File: config.mk
export PLATFORM = sky130hd
export DESIGN_NAME = fetch_stage
export DESIGN_NICKNAME = d
export VERILOG_FILES = /design/src/rtl/fetch_stage.sv
export SDC_FILE = /design/constraint.sdc
export NUM_CORES = 1
export LEC_CHECK = 0
export ABC_AREA = 1
export BUFFER_PORTS_ARGS = -buffer_cell sky130_fd_sc_hd__buf_4
export CORE_MARGIN = 5
export CORE_UTILIZATION = 55
export CTS_BUF_LIST = sky130_fd_sc_hd__clkbuf_8 sky130_fd_sc_hd__clkbuf_16
export DETAILED_ROUTE_END_ITERATION = 10
export PLACE_DENSITY_LB_ADDON = 0.25
export SLEW_MARGIN = 40
export SYNTH_ARGS = -nofsm -noshare
export SYNTH_HDL_FRONTEND = slang
export SYNTH_SLANG_ARGS = --single-unit
File: constraint.sdc
create_clock -name clk -period 2.2 [get_ports clk]
set_input_delay 0.33 -clock clk [delete_from_list [all_inputs] [get_ports clk]]
set_output_delay 0.33 -clock clk [all_outputs]
set_load 0.02 [all_outputs]
File: src/rtl/fetch_stage.sv
// fetch_stage: instruction-fetch stage of the five-stage RV32I pipeline.
// Holds the fetch PC, drives it to the combinational instruction memory and
// captures {instr, pc, pc+4, valid} into the IF/ID register for decode.
//
// Ports:
//   clk, reset      rising-edge clock, synchronous active-high reset
//   stall_f         hold the fetch PC
//   stall_d         hold the IF/ID register
//   flush_d         replace IF/ID contents with a bubble (dominates stall_d)
//   pc_src_e        redirect from execute (dominates stall_f)
//   pc_target_e     redirect target; low two bits are cleared
//   pc_f            current fetch PC, drives the imem address
//   imem_rd         instruction word for pc_f (same-cycle read)
//   instr_d, pc_d, pc_plus4_d, valid_d   IF/ID register fields
//   fetch_count     instructions accepted into IF/ID (wraps)
module fetch_stage #(
  parameter logic [31:0] RESET_PC  = 32'h0000_0000,
  parameter logic [31:0] NOP_INSTR = 32'h0000_0013
) (
  input  logic        clk,
  input  logic        reset,
  input  logic        stall_f,
  input  logic        stall_d,
  input  logic        flush_d,
  input  logic        pc_src_e,
  input  logic [31:0] pc_target_e,
  output logic [31:0] pc_f,
  input  logic [31:0] imem_rd,
  output logic [31:0] instr_d,
  output logic [31:0] pc_d,
  output logic [31:0] pc_plus4_d,
  output logic        valid_d,
  output logic [31:0] fetch_count
);

  localparam int unsigned XLEN = 32;
  localparam logic [XLEN-1:0] ALIGN_MASK       = 32'hFFFF_FFFC;
  localparam logic [XLEN-1:0] RESET_PC_ALIGNED = RESET_PC & ALIGN_MASK;

  // IF/ID pipeline register payload
  typedef struct packed {
    logic [XLEN-1:0] instr;
    logic [XLEN-1:0] pc;
    logic [XLEN-1:0] pc_plus4;
    logic            valid;
  } ifid_t;

  localparam ifid_t IFID_BUBBLE = '{
    instr:    NOP_INSTR,
    pc:       XLEN'(0),
    pc_plus4: XLEN'(0),
    valid:    1'b0
  };

  logic [XLEN-1:0] pc_f_q, pc_f_d;
  ifid_t           ifid_q, ifid_d;
  logic [XLEN-1:0] fetch_count_q, fetch_count_d;

  logic [XLEN-1:0] pc_plus4_f_c;
  logic [XLEN-1:0] redirect_pc_c;
  logic            capture_c;

  // Sequential PC increment wraps naturally at 2^32
  assign pc_plus4_f_c  = pc_f_q + XLEN'(4);
  // Redirect targets are forced word-aligned
  assign redirect_pc_c = pc_target_e & ALIGN_MASK;
  // A new instruction enters IF/ID only when neither flushed nor stalled
  assign capture_c     = !flush_d && !stall_d;

  // Next fetch PC: redirect beats stall
  always_comb begin
    pc_f_d = pc_plus4_f_c;
    if (pc_src_e) begin
      pc_f_d = redirect_pc_c;
    end else if (stall_f) begin
      pc_f_d = pc_f_q;
    end
  end

  // Next IF/ID contents: flush beats stall
  always_comb begin
    ifid_d = ifid_q;
    if (flush_d) begin
      ifid_d = IFID_BUBBLE;
    end else if (!stall_d) begin
      ifid_d.instr    = imem_rd;
      ifid_d.pc       = pc_f_q;
      ifid_d.pc_plus4 = pc_plus4_f_c;
      ifid_d.valid    = 1'b1;
    end
  end

  // Accepted-instruction counter
  always_comb begin
    fetch_count_d = fetch_count_q;
    if (capture_c) begin
      fetch_count_d = fetch_count_q + XLEN'(1);
    end
  end

  // State registers; reset dominates every control input
  always_ff @(posedge clk) begin
    if (reset) begin
      pc_f_q        <= RESET_PC_ALIGNED;
      ifid_q        <= IFID_BUBBLE;
      fetch_count_q <= XLEN'(0);
    end else begin
      pc_f_q        <= pc_f_d;
      ifid_q        <= ifid_d;
      fetch_count_q <= fetch_count_d;
    end
  end

  assign pc_f        = pc_f_q;
  assign instr_d     = ifid_q.instr;
  assign pc_d        = ifid_q.pc;
  assign pc_plus4_d  = ifid_q.pc_plus4;
  assign valid_d     = ifid_q.valid;
  assign fetch_count = fetch_count_q;

endmodule

==> run_summary.xml <==
<?xml version="1.0" encoding="UTF-8"?>
<metrics>
  <group name="synthesis">
    <metric name="yosys_most_used_dff" unit="">dfxtp_1</metric>
    <metric name="postSynthRegisterBits" unit="">155</metric>
    <metric name="synthCells" unit="">1066</metric>
    <metric name="yosysWarnings" unit="">0</metric>
    <metric name="syn_area" unit="mm²">0.007291</metric>
    <metric name="synth_enable_flop_cells" unit="">0</metric>
    <metric name="avgSynthCellArea" unit="µm²">6.839</metric>
    <metric name="seq_area_frac_synth" unit="%">42.56</metric>
    <metric name="synth_async_sr_flop_share" unit="%">0</metric>
    <metric name="yosysUniqueCellTypes" unit="">40</metric>
  </group>
  <group name="critical_path">
    <metric name="arrival" unit="ns">2.01</metric>
    <metric name="timing.critical_path.cells" unit="">ha_1, nand2_2, nor2_8, nand2_8, nor2_8, nand2_1, nand2_1, nand2_1, a21oi_1, nor2_1</metric>
    <metric name="timing.rr.start" unit="">pc_f[2]$_SDFFE_PP0P_</metric>
    <metric name="crit_path_max_fanout" unit="">6</metric>
    <metric name="reg2reg_to" unit="">pc_f[20]$_SDFFE_PP0P_</metric>
    <metric name="cp_slowest_stage_delay" unit="ns">0.44</metric>
    <metric name="end_point_of_the_critical_path" unit="">pc_f[20]$_SDFFE_PP0P_</metric>
    <metric name="timing.critical_path.to_type" unit="">flop</metric>
    <metric name="data_required_time_of_the_critical_path" unit="ns">2.50</metric>
    <metric name="cpMostUsedCell" unit="">nand2_1</metric>
    <metric name="timing.critical_path.from_type" unit="">flop</metric>
    <metric name="reg2reg_setup_slack" unit="ns">0.49</metric>
    <metric name="crit_start" unit="">pc_f[2]$_SDFFE_PP0P_</metric>
    <metric name="setup.worst_path.class" unit="">flop to flop</metric>
    <metric name="reg2reg_depth" unit="">10</metric>
    <metric name="critPathSlowestCell" unit="">dfxtp_1</metric>
  </group>
  <group name="clock_network">
    <metric name="clkTransAtPathRegs" unit="ns">0.06</metric>
    <metric name="cts_htree_levels" unit="">4</metric>
    <metric name="clk_latency" unit="ns">0.42</metric>
    <metric name="cts-buffers-inserted" unit="">17</metric>
    <metric name="cts_resized" unit="">0</metric>
    <metric name="ctsLongestPathBuffers" unit="">2</metric>
    <metric name="cts_sinks" unit="">155</metric>
    <metric name="post_cts.repair.setup_buffers" unit="">0</metric>
    <metric name="cts.root.buffer_cell" unit="">clkbuf_16</metric>
    <metric name="ctsHoldBuffers" unit="">0</metric>
    <metric name="cts_tree" unit="">done</metric>
  </group>
  <group name="cells_and_area">
    <metric name="insertedDiodeCount" unit="">0</metric>
    <metric name="final.fill_count" unit="">1100</metric>
    <metric name="layout-area-overhead-vs-synth" unit="%">33.04</metric>
    <metric name="final_net_count" unit="">1344</metric>
    <metric name="area.sequential" unit="mm²">0.003103</metric>
    <metric name="multi_input_combinational_cell_area" unit="mm²">0.003561</metric>
    <metric name="layout-drive-gt1-share" unit="%">23.89</metric>
  </group>
  <group name="die">
    <metric name="die_height" unit="µm">125.1</metric>
    <metric name="die_width" unit="µm">125.1</metric>
    <metric name="row_count" unit="">42</metric>
    <metric name="io-pin-count" unit="">231</metric>
    <metric name="design.core.area" unit="mm²">0.01314</metric>
    <metric name="initial_utilization" unit="%">55.50</metric>
    <metric name="die_area" unit="mm²">0.01566</metric>
  </group>
  <group name="job">
    <metric name="max_cap_viol_count" unit="">0</metric>
  </group>
  <group name="status">
    <metric name="run_status" unit="">finished, final reports clean</metric>
  </group>
  <group name="pwr">
    <metric name="pwr_density_cell" unit="mW/mm²">706.0</metric>
    <metric name="ir_worst_vdd" unit="mV">0.7165</metric>
    <metric name="total_leakage_power" unit="µW">0.004452</metric>
  </group>
  <group name="grt">
    <metric name="grt_antenna_before_repair" unit="">0</metric>
    <metric name="grt_first_pass_wirelength" unit="µm">33700</metric>
    <metric name="global_route.usage.total" unit="%">26.20</metric>
    <metric name="grt_pass1_vias" unit="">6782</metric>
    <metric name="grt_start_max_net_pins" unit="">117</metric>
    <metric name="grt_remaining_overflow" unit="">0</metric>
  </group>
  <group name="placement">
    <metric name="place_congestion" unit="">0.8973</metric>
    <metric name="detailed_place_hpwl" unit="µm">15270</metric>
    <metric name="buffer_ports.inserted" unit="">222</metric>
  </group>
  <group name="detailed_routing">
    <metric name="routed_wl" unit="µm">20830</metric>
    <metric name="detail_route.iter0.violations" unit="">418</metric>
    <metric name="vias" unit="">7294</metric>
    <metric name="drcViolationCount" unit="">0</metric>
    <metric name="post_drt_via_cell_ratio" unit="">4.992</metric>
    <metric name="drt.antenna.violating_nets" unit="">0</metric>
    <metric name="detail_route.wl_per_cell" unit="µm">14.26</metric>
    <metric name="dr.pass1.iters" unit="">7</metric>
  </group>
  <group name="timing">
    <metric name="finalCriticalPeriod" unit="ns">1.706</metric>
    <metric name="worst_slew_margin_rel" unit="%">57.84</metric>
    <metric name="clock_skew" unit="ns">0.006623</metric>
    <metric name="max_freq" unit="MHz">586.3</metric>
    <metric name="worst_hold_slack" unit="ns">0.1058</metric>
    <metric name="timing.final.crit_share" unit="%">77.53</metric>
    <metric name="fin_setup_tns" unit="ns">0</metric>
    <metric name="setup_failing_eps_final" unit="">0</metric>
    <metric name="final_hold_viol_count" unit="">0</metric>
    <metric name="grt_setup_unrepaired" unit="">no</metric>
    <metric name="finalMaxSlewViolations" unit="">0</metric>
    <metric name="worstMarginPinSlew" unit="ns">0.6317</metric>
  </group>
  <group name="min_path">
    <metric name="min_delay_path_depth" unit="">3</metric>
    <metric name="min-delay-path-class" unit="">input port to flop</metric>
  </group>
</metrics>
[area by class of cell]
class,count,area share [%]
Multi-Input combinational cell,754,36.71
Sequential cell,155,31.99
Timing Repair Buffer,232,18.21
Clock buffer,19,4.670
Inverter,112,4.347
Tap cell,176,2.270
Clock inverter,13,1.793
[worst max-delay path, delay by kind of cell, from the launching register on]
family,cells,cell delay [ns]
compound gates,1,0.12
fa+ha+maj,1,0.24
flops,1,0.44
simple gates,8,0.77
[power by group]
part	internal (µW)	total (µW)	switching, µW
Clock	1950	3100	1150
Sequential	2900	2990	86.5
Combinational	305	763	459
[Yosys cell counts (7+ instances only)]
cell type / number / area share, %
inv_1: 107 / 5.5
nand2_1: 300 / 15
a21oi_1: 90 / 6.2
nand2_2: 7 / 0.60
buf_4: 7 / 0.72
xor2_1: 15 / 1.8
nand3_1: 36 / 2.5
o21ai_0: 77 / 5.3
nor2_4: 11 / 1.7
a31oi_1: 8 / 0.69
dfxtp_1: 155 / 43
nor2_1: 154 / 7.9
clkbuf_1: 31 / 1.6
[cells by family after synthesis]
logic type | after synthesis | synth area share [%]
AOI/OAI and AO/OA | 189 | 13.47
xor gates and xnor gates | 22 | 2.952
adders and majority gates | 2 | 0.3432
buffers and inverters | 162 | 8.924
DFF | 155 | 42.56
other | 1 | 0.05144
and+or+nand+nor | 535 | 31.70
[flip-flops by register name, summed over array words and instances (netlist names)]
register	count
pc_plus4_d	30
instr_d	32
fetch_count	32
valid_d	1
pc_d	30
pc_f	30
[through the flow]
stage | util (%) | instances | setup WS, ns | cell area, µm² | total power (µW)
floorplan | - | 1071 | 0.5320 | 7310 | 3467
global placement | 69.06 | 1429 | 0.3636 | 9072 | 3794
detailed placement | 69.06 | 1429 | 0.3607 | 9072 | 3806
CTS | 73.83 | 1461 | 0.5038 | 9699 | 6888
global route | 73.83 | 1461 | 0.3401 | 9699 | 7104
finish | 73.83 | 1461 | 0.4944 | 9699 | 6848
[per-layer routing]
layer  GRT usage (%)  wire length (µm)  up-vias
met2           42.77              9989      243
met5               0                 0        -
met1           32.54              8707     3274
li1                -                 -     3742
met4           9.056               480        0
met3           8.870              1651       35
[placed cells by master (no fill, tap or decap), types with 3 or more instances in the layout]
cell type     n
clkinv_2      4
dfxtp_1     155
nand2_1     300
inv_1       109
nand2_4       3
nand3_1      36
nor2_1      152
a31oi_1       8
conb_1        6
nor2_8        4
buf_4       230
nand2_2       7
nand4_1       6
o21ai_0      77
xor2_1       15
clkinvlp_4    3
o21ai_1       6
inv_2         3
a21oi_1      90
nor2_2        7
a21oi_2       3
clkbuf_16    17
nor2_4       11
xor2_2        3
bufinv_16     4
xnor2_1       4
[worst min path at each step]
stage	to	start	slack [ns]
after floorplan	instr_d[0]$_SDFFE_PP1N_	imem_rd[0]	0.44
after global placement	instr_d[20]$_SDFFE_PP0N_	instr_d[20]$_SDFFE_PP0N_	0.45
after detailed placement	instr_d[10]$_SDFFE_PP0N_	instr_d[10]$_SDFFE_PP0N_	0.46
final	instr_d[0]$_SDFFE_PP1N_	imem_rd[0]	0.11
after global routing	instr_d[0]$_SDFFE_PP1N_	imem_rd[0]	0.09
after CTS	instr_d[0]$_SDFFE_PP1N_	imem_rd[0]	0.09
Note: power is estimated with default switching activity, not from simulation.
